==> config.mk <==
export PLATFORM = sky130hd
export DESIGN_NAME = dct_transpose
export DESIGN_NICKNAME = d
export VERILOG_FILES = /design/src/rtl/dct_pkg.sv /design/src/rtl/dct_tp_bank.sv /design/src/rtl/dct_transpose.sv
export SDC_FILE = /design/constraint.sdc
export NUM_CORES = 1
export LEC_CHECK = 0
export ABC_AREA = 1
export CAP_MARGIN = 5
export CORE_MARGIN = 1
export CORE_UTILIZATION = 40
export DETAILED_ROUTE_END_ITERATION = 7
export GPL_ROUTABILITY_DRIVEN = 0
export MAX_ROUTING_LAYER = met4
export PLACE_DENSITY = 0.66
export REMOVE_ABC_BUFFERS = 1
export SLEW_MARGIN = 25
export SYNTH_ARGS = -nofsm -noshare
export SYNTH_HDL_FRONTEND = slang
export SYNTH_SLANG_ARGS = --single-unit
export TNS_END_PERCENT = 30
==> constraint.sdc <==
create_clock -name CLK -period 4.7 [get_ports CLK]
set_clock_uncertainty 0.1 [all_clocks]
set_input_delay 0.705 -clock CLK [delete_from_list [all_inputs] [get_ports CLK]]
set_output_delay 0.705 -clock CLK [all_outputs]
set_load 0.01 [all_outputs]
==> src/rtl/dct_pkg.sv <==
// Shared constants and types for the 8x8 ping-pong transpose buffer.
package dct_pkg;

  localparam int DCT_N     = 8;
  localparam int DCT_W     = 8;
  localparam int DCT_IDX_W = $clog2(DCT_N);

  localparam logic [DCT_IDX_W-1:0] DCT_LAST = DCT_IDX_W'(DCT_N - 1);

  typedef enum logic [1:0] {
    BANK_EMPTY   = 2'd0,
    BANK_FILLING = 2'd1,
    BANK_FULL    = 2'd2,
    BANK_READING = 2'd3
  } bank_st_t;

  typedef enum logic {
    RD_IDLE = 1'b0,
    RD_READ = 1'b1
  } rd_st_t;

endpackage

==> src/rtl/dct_tp_bank.sv <==
// One ping-pong bank: 8x8 sample array, one row written per edge, one column
// read combinationally. Contents are deliberately left unreset.
module dct_tp_bank
  import dct_pkg::*;
#(
  parameter int W = DCT_W
) (
  input  logic                         clk,
  input  logic                         wr_en,
  input  logic [DCT_IDX_W-1:0]         wr_row,
  input  logic [DCT_N-1:0][W-1:0]      wr_dat,
  input  logic [DCT_IDX_W-1:0]         rd_col,
  output logic [DCT_N-1:0][W-1:0]      rd_dat
);

  logic [DCT_N-1:0][DCT_N-1:0][W-1:0] mem;

  always_ff @(posedge clk) begin
    if (wr_en) begin
      mem[wr_row] <= wr_dat;
    end
  end

  // Column k gathers element k of every stored row.
  always_comb begin
    for (int j = 0; j < DCT_N; j++) begin
      rd_dat[j] = mem[j][rd_col];
    end
  end

endmodule

==> src/rtl/dct_transpose.sv <==
// 8x8 block transposer with two ping-pong banks; first column 1 cycle after row 7, no backpressure
// (rows hitting a busy bank are dropped). Optional sticky drop flag o_ovf under DCT_TRANSPOSE_OVF_EN.
module dct_transpose
  import dct_pkg::*;
#(
  parameter int W = DCT_W
) (
  input  logic                CLK,
  input  logic                RST_N,
  input  logic                i_stb,
  input  logic signed [W-1:0] i_D0,
  input  logic signed [W-1:0] i_D1,
  input  logic signed [W-1:0] i_D2,
  input  logic signed [W-1:0] i_D3,
  input  logic signed [W-1:0] i_D4,
  input  logic signed [W-1:0] i_D5,
  input  logic signed [W-1:0] i_D6,
  input  logic signed [W-1:0] i_D7,
  output logic                o_stb,
  output logic signed [W-1:0] o_D0,
  output logic signed [W-1:0] o_D1,
  output logic signed [W-1:0] o_D2,
  output logic signed [W-1:0] o_D3,
  output logic signed [W-1:0] o_D4,
  output logic signed [W-1:0] o_D5,
  output logic signed [W-1:0] o_D6,
  output logic signed [W-1:0] o_D7
`ifdef DCT_TRANSPOSE_OVF_EN
  ,
  output logic                o_ovf
`endif
);

  logic [DCT_N-1:0][W-1:0] row_dat;
  logic [DCT_N-1:0][W-1:0] out_dat;
  logic [DCT_N-1:0][W-1:0] bank_col [2];

  bank_st_t               bank_st     [2];
  bank_st_t               bank_st_nxt [2];
  logic                   wr_bank;
  logic [DCT_IDX_W-1:0]   wr_row;
  logic                   accept;
  logic [1:0]             wr_en;

  rd_st_t                 rd_st;
  rd_st_t                 rd_st_nxt;
  logic                   rd_bank;
  logic                   rd_bank_nxt;
  logic [DCT_IDX_W-1:0]   rd_col;
  logic [DCT_IDX_W-1:0]   rd_col_nxt;
  logic                   col_vld;
  logic [DCT_IDX_W-1:0]   col_sel;
  logic                   rd_done;

  assign row_dat[0] = i_D0;
  assign row_dat[1] = i_D1;
  assign row_dat[2] = i_D2;
  assign row_dat[3] = i_D3;
  assign row_dat[4] = i_D4;
  assign row_dat[5] = i_D5;
  assign row_dat[6] = i_D6;
  assign row_dat[7] = i_D7;

  assign o_D0 = out_dat[0];
  assign o_D1 = out_dat[1];
  assign o_D2 = out_dat[2];
  assign o_D3 = out_dat[3];
  assign o_D4 = out_dat[4];
  assign o_D5 = out_dat[5];
  assign o_D6 = out_dat[6];
  assign o_D7 = out_dat[7];

  // A bank that is FULL or being read cannot take rows; such rows are lost.
  assign accept = i_stb && (bank_st[wr_bank] == BANK_EMPTY ||
                            bank_st[wr_bank] == BANK_FILLING);
  assign wr_en  = {accept & wr_bank, accept & ~wr_bank};

  for (genvar b = 0; b < 2; b++) begin : g_bank
    dct_tp_bank #(.W(W)) u_bank (
      .clk    (CLK),
      .wr_en  (wr_en[b]),
      .wr_row (wr_row),
      .wr_dat (row_dat),
      .rd_col (col_sel),
      .rd_dat (bank_col[b])
    );
  end

  // Writer and reader never own the same bank, so both updates can merge here.
  always_comb begin
    bank_st_nxt = bank_st;
    if (accept) begin
      bank_st_nxt[wr_bank] = (wr_row == DCT_LAST) ? BANK_FULL : BANK_FILLING;
    end
    if (col_vld) begin
      bank_st_nxt[rd_bank] = rd_done ? BANK_EMPTY : BANK_READING;
    end
  end

  always_ff @(posedge CLK or negedge RST_N) begin
    if (!RST_N) begin
      bank_st[0] <= BANK_EMPTY;
      bank_st[1] <= BANK_EMPTY;
      wr_bank    <= 1'b0;
      wr_row     <= '0;
    end else begin
      bank_st <= bank_st_nxt;
      if (accept) begin
        wr_row <= wr_row + DCT_IDX_W'(1);
        if (wr_row == DCT_LAST) begin
          wr_bank <= ~wr_bank;
        end
      end
    end
  end

  always_ff @(posedge CLK or negedge RST_N) begin
    if (!RST_N) begin
      rd_st   <= RD_IDLE;
      rd_col  <= '0;
      rd_bank <= 1'b0;
    end else begin
      rd_st   <= rd_st_nxt;
      rd_col  <= rd_col_nxt;
      rd_bank <= rd_bank_nxt;
    end
  end

  // IDLE already emits column 0 on the edge it sees FULL, giving 1-cycle latency.
  always_comb begin
    rd_st_nxt   = rd_st;
    rd_col_nxt  = rd_col;
    rd_bank_nxt = rd_bank;
    case (rd_st)
      RD_IDLE: begin
        if (col_vld) begin
          rd_st_nxt  = RD_READ;
          rd_col_nxt = DCT_IDX_W'(1);
        end
      end
      RD_READ: begin
        rd_col_nxt = rd_col + DCT_IDX_W'(1);
        if (rd_done) begin
          rd_bank_nxt = ~rd_bank;
          if (bank_st[~rd_bank] != BANK_FULL) begin
            rd_st_nxt = RD_IDLE;
          end
        end
      end
    endcase
  end

  always_comb begin
    col_vld = 1'b0;
    col_sel = rd_col;
    rd_done = 1'b0;
    case (rd_st)
      RD_IDLE: begin
        col_vld = (bank_st[rd_bank] == BANK_FULL);
        col_sel = '0;
      end
      RD_READ: begin
        col_vld = 1'b1;
        rd_done = (rd_col == DCT_LAST);
      end
    endcase
  end

  always_ff @(posedge CLK or negedge RST_N) begin
    if (!RST_N) begin
      o_stb   <= 1'b0;
      out_dat <= '0;
    end else begin
      o_stb <= col_vld;
      if (col_vld) begin
        out_dat <= bank_col[rd_bank];
      end
    end
  end

`ifdef DCT_TRANSPOSE_OVF_EN
  logic drop;
  assign drop = i_stb & ~accept;

  always_ff @(posedge CLK or negedge RST_N) begin
    if (!RST_N) begin
      o_ovf <= 1'b0;
    end else if (drop) begin
      o_ovf <= 1'b1;
    end
  end
`endif

endmodule

* After elaboration in Yosys (flattened, before gate mapping)
Index checks and enable logic that the tools add are counted.
Widths: inputs -> output; s select.
** Storage, ports and cells
- Input bits :: 67
- Word-level logic and storage cells :: 243
- Bits in registers :: 1102
** Cells by class
- Bitwise operators :: 8
- Reductions and logical operators :: 8
- Equality and inequality tests :: 6
- Order comparisons :: 8
- Muxes and demuxes :: 67
- $add $sub $neg :: 2
** Operators by type and width (number)
- $bwmux 512 :: 2
- $bmux 8 s3 :: 16
- $mux 64 :: 4
- $demux 64 s3 :: 1
- $mux 8 :: 16
- $mux 2 :: 13
- $bwmux 4 :: 2
- $lt 3x4->1 const B :: 2
- $mux 4 :: 2
- $add 3x1->3 const B :: 2
- $eq 3x3->1 const B :: 2
- $ge 2x2->1 const B :: 3
- $mux 3 :: 2
- $not 1->2 :: 3
- $pmux 3 s2 :: 1
- $demux 2 s1 :: 2
- $logic_and 1x1->1 :: 4
- $lt 2x1->1 const B :: 2
- $mux 1 :: 4
- $ne 2x2->1 const B :: 2
- $pmux 1 s2 :: 2
- $reduce_and 2->1 :: 2
- $ge 3x1->1 const B :: 1
- $not 1->1 :: 3
- other kinds (5) :: 6

* Depth between registers and ports, before layout
- Depth in word-level cells :: 10
- Gate-level depth with buffers :: 10
- Gate-level depth less buffers :: 7

* Modules after synthesis
From an unflattened synthesis, not the netlist that was laid out.
** Unflattened totals
- Cells, all modules :: 4913
- Area total of the unflattened synthesis :: 48505.3 µm²
** Modules (own cells, without submodules)
- dct_tp_bank :: cells an instance 2230, area each 22377.7 µm², instances 2
- dct_transpose :: cells an instance 453, area each 3749.8 µm², instances 1

* Worst setup path after synthesis
Ideal clock, no wire load.
- Path kind :: in2reg
- Start :: input port i_stb
- End :: register g_bank[0].u_bank.mem[0] (netlist bit), enable pin
- Stages on the path :: 4
- Setup time :: 0.486 ns
- Arrival :: 3.780 ns
- Slack :: 0.334 ns
- Cells stage by stage :: nand2_1 -> nor3_1 -> inv_1 -> nor2_1
** On the way
- Cells in the longest elaborated chain, start to end :: 2
** RTL lines
- start: declaration :: line dct_transpose.sv:10 : input logic i_stb,
- $logic_and 1x1->1 :: line dct_transpose.sv:74 : assign accept = i_stb && (bank_st[wr_bank] == BANK_EMPTY ||
- $and 1x1->1 :: line dct_transpose.sv:76 : assign wr_en = {accept & wr_bank, accept & ~wr_bank};
- end signal: indexed assignment :: line dct_tp_bank.sv:20 : mem[wr_row] <= wr_dat;
- end: declaration :: line dct_tp_bank.sv:16 : logic [DCT_N-1:0][DCT_N-1:0][W-1:0] mem;
Every way passes these cells.
A chain may end at the register's enable or synchronous reset.

* Worst setup path after layout
- Start :: register rd_st
- End :: register out_dat, in the netlist o_D3[0]
** On the way
- Cells in the longest elaborated chain, start to end :: 6
- Elaborated cells between the ends (all ways) :: 10
- Those cells by class :: mux: 9; bitwise: 1
** RTL lines
- start: declaration :: line dct_transpose.sv:45 : rd_st_t rd_st;
- start signal: assignment :: line dct_transpose.sv:123 : rd_st <= rd_st_nxt;
- $mux 3 :: line dct_transpose.sv:157 : case (rd_st)
- $bmux 8 s3 :: line dct_tp_bank.sv:27 : rd_dat[j] = mem[j][rd_col];
- $mux 8 (implied by the code) :: line dct_tp_bank.sv:27
- $mux 64 (implied by the code) (3 in a row) :: line dct_transpose.sv:176 : out_dat <= bank_col[rd_bank];
- end signal: assignment :: line dct_transpose.sv:176
- end: declaration :: line dct_transpose.sv:35 : logic [DCT_N-1:0][W-1:0] out_dat;
Parallel ways exist; a longest one is shown, timed or not. The select of a mux whose other input is x is not followed.

==> impl_metrics.csv <==
group,metric,value,unit
critical_path,required,5160,ps
yosys,synthMuxAreaShare,0,%
clocking,cts_setup_buffers,0,
critical_path,start_kind,"flop",
placement,dpl.cell_count,5983,
min_path,hp-class,"reg2reg",
timing,min_period_over_period,71.31,%
yosys,synth_edf_count,1024,
floorplan,ios,132,
timing,slew_headroom,26.62,%
yosys,synth_area,47020,um^2
clocking,clk_latency,690,ps
yosys,synth_top_flop_cell,"edfxtp_1",
clocking,clkTransAtPathRegs,60,ps
timing,hold_viol,0,
global_routing,grtUsageTotal,20.69,%
floorplan,die_y,344.9,um
detailed_routing,drt_iter0_markers,2812,
timing,rsz0062_at_grt,"no",
clocking,cts_tree,"yes",
yosys,post_synth.cell_area_avg,10.42,um^2
yosys,synth_top_family_by_area,"simple AND/OR/NAND/NOR gates",
clocking,h-tree-depth,3,
detailed_routing,wirelength,118600,um
global_routing,antenna_found_initial,0,
critical_path,critPathMaxStageDelay,1040,ps
final_layout,seqCellArea,32710,um^2
final_layout,nNetsFinal,4643,
critical_path,path_class,"reg2reg",
critical_path,cp-end-kind,"flop",
power,ir_drop,0.4409,mV
yosys,synthArstFlopShare,7.078,%
placement,hpwl,60620,um
yosys,yosys.area_share.xor_xnor,0.01863,%
final_layout,layout-drive-gt1-share,5.445,%
critical_path,crit_chain,"nand2_8 -> inv_8 -> buf_4 -> nand2_1 -> nand2_1 -> nand3_1 -> nand3_1 -> nand3_1",
placement,port_buffers,131,
clocking,clock-root-buffer,"clkbuf_16",
power,power_leakage,21.83,nW
critical_path,cp_max_fo,93,
critical_path,critPathSlowestCell,"dfrtp_4",
detailed_routing,vias_per_cell,5.009,
global_routing,overflow,0,
yosys,seq_area_frac_synth,69.55,%
detailed_routing,antenna_left,0,
critical_path,crit_family,"buffers and inverters",
detailed_routing,first_pass_iters,6,
final_layout,area_growth,13.82,%
detailed_routing,wl_per_cell,19.16,um
power,power.density,585.1,nW/um^2
yosys,synth_seq_cells,1102,
yosys,yosys_warnings,0,
global_routing,grt_pass1_wl,181100,um
final_layout,num-fill-cells,10480,
power,power,31.31,mW
yosys,syn_inst,4513,
timing,fin_crit,3352,ps
final_layout,stdcell_count,6189,
global_routing,grt_max_degree,181,
timing,setup_viol_count_final,0,
timing,max_freq,298.4,MHz
global_routing,grt_pass1_vias,29980,
clocking,cts.sinks,1102,
floorplan,die_area,118900,um^2
run_status,status,"finished, final reports clean",
floorplan,std_cell_rows,125,
final_layout,multiInputGateArea,10410,um^2
timing,slew_viol_final,0,
flow_run,drv_cap,0,
yosys,yosys.area_share.simple,21.45,%
floorplan,start_util,40.41,%
timing,worst-slew-pin-transition,1101,ps
detailed_routing,num_vias,31000,
final_layout,diodes,0,
floorplan,die_w,344.9,um
yosys,synth_cell_types,19,
timing,fin_setup_tns,0,ps
clocking,cts_buffer_depth,3,
critical_path,worstPathArrival,3810,ps
yosys,synth_adder_area_share,0.1330,%
clocking,numCtsBuffers,109,
yosys,synth-compound-area-share,0.1703,%
critical_path,crit_buf_inv,2,
critical_path,cp_common_cell,"nand3_1",
floorplan,coreArea,116400,um^2
detailed_routing,drc_errors,0,
-- final timing paths --
path | from | to | slack, ps | cells after the start
min | o_D3[6]$_DFFE_PN0N_ | o_D3[6]$_DFFE_PN0N_ | 410 | 2
max | rd_st$_DFF_PN0_ | o_D3[0]$_DFFE_PN0N_ | 1350 | 8
max in group asynchronous | RST_N | o_D0[5]$_DFFE_PN0N_ | 2890 | 3
max reg2reg | rd_st$_DFF_PN0_ | o_D3[0]$_DFFE_PN0N_ | 1350 | 8
min reg2reg | o_D3[6]$_DFFE_PN0N_ | o_D3[6]$_DFFE_PN0N_ | 410 | 2
min in group asynchronous | RST_N | o_D3[6]$_DFFE_PN0N_ | 550 | 2
-- state kept, by name, indices dropped and copies added (netlist names) --
signal,flops
g_bank.u_bank.mem,1024
o_D0,8
o_D1,8
o_D2,8
o_D3,8
o_D4,8
o_D5,8
o_D6,8
o_D7,8
bank_st,4
rd_col,3
wr_row,3
o_stb,1
rd_bank,1
rd_st,1
wr_bank,1
-- through the flow --
stage	cell area (um^2)	hold WS, ps	setup WS (ps)	utilization, %
after floorplan	45880	309.4	-12680	-
after global placement	49960	401.4	1383	42.93
after detailed placement	49960	399.1	1283	42.93
after CTS	53520	414.3	1362	45.99
after global routing	53520	441.6	1189	45.99
final	53520	411.6	1348	45.99
-- cell usage in the layout, fill, tap and decap left out, types with 7 or more instances in the layout --
cell and instances:
buf_12 17, buf_4 46, bufinv_16 7, clkbuf_1 25, clkbuf_16 109, clkbuf_8 16
clkdlybuf4s50_1 130, clkinv_1 16, clkinv_2 23, dfrtp_1 76, edfxtp_1 1024, inv_1 778
nand2_1 847, nand3_1 972, nor2_1 520, nor2_4 16
-- final cells by class --
| class | count | share of cell area [%] |
|---|---|---|
| flip-flops and latches | 1102 | 61.12 |
| multi-input cells | 2381 | 19.44 |
| clock buffers | 150 | 5.683 |
| inverters | 783 | 5.515 |
| repair buffers | 194 | 3.731 |
| well taps | 1524 | 3.563 |
| clock inverters | 55 | 0.9469 |
-- layer usage --
metal,wire length (um),track usage (%),share of wire (%)
met4,2829,6.158,2.4
met3,7719,2.595,6.5
met1,51360,27.43,43
met2,56640,33.32,48
met5,0,-,0
-- cells in the mapped netlist, types with 2 or more instances --
library cell	count	area [um^2]
a21oi_1	5	25.02
ha_1	5	62.56
nand2_2	2	12.51
inv_2	3	11.26
edfxtp_1	1024	30750
nand3_1	972	4865
nor2_1	536	2012
a22o_1	2	17.52
buf_2	159	795.8
clkbuf_1	68	255.2
o21ai_0	5	25.02
buf_1	16	60.06
inv_1	780	2928
a31oi_1	2	12.51
nand2_1	848	3183
buf_4	4	30.03
dfrtp_1	78	1952
nor3_1	3	15.01
-- worst register-to-register path: stages, from the launching register on --
cell and delay [ps]:
dfrtp_4 1040, nand2_8 360, inv_8 620, buf_4 580, nand2_1 100, nand2_1 90, nand3_1 70, nand3_1 170
nand3_1 100
-- cell families after synthesis --
kind of cell | after synthesis
simple gates | 2361
flops | 1102
buf+inv | 1030
compound gates | 14
fa+ha+maj | 5
xor+xnor | 1
-- report_power, final --
| group | total [mW] | switching [mW] | internal [mW] |
|---|---|---|---|
| clock | 8.59 | 3.68 | 4.92 |
| sequential | 12.1 | 0.638 | 11.4 |
| combinational | 10.7 | 7.27 | 3.39 |
-- what timing repair did --
action,4_1_cts,5_1_grt
setup endpoints to repair,0,0
hold buffers,1,0
resized for setup,0,0
endpoints found under the hold margin,2,0
No activity file was read; power rests on OpenSTA's default activity.
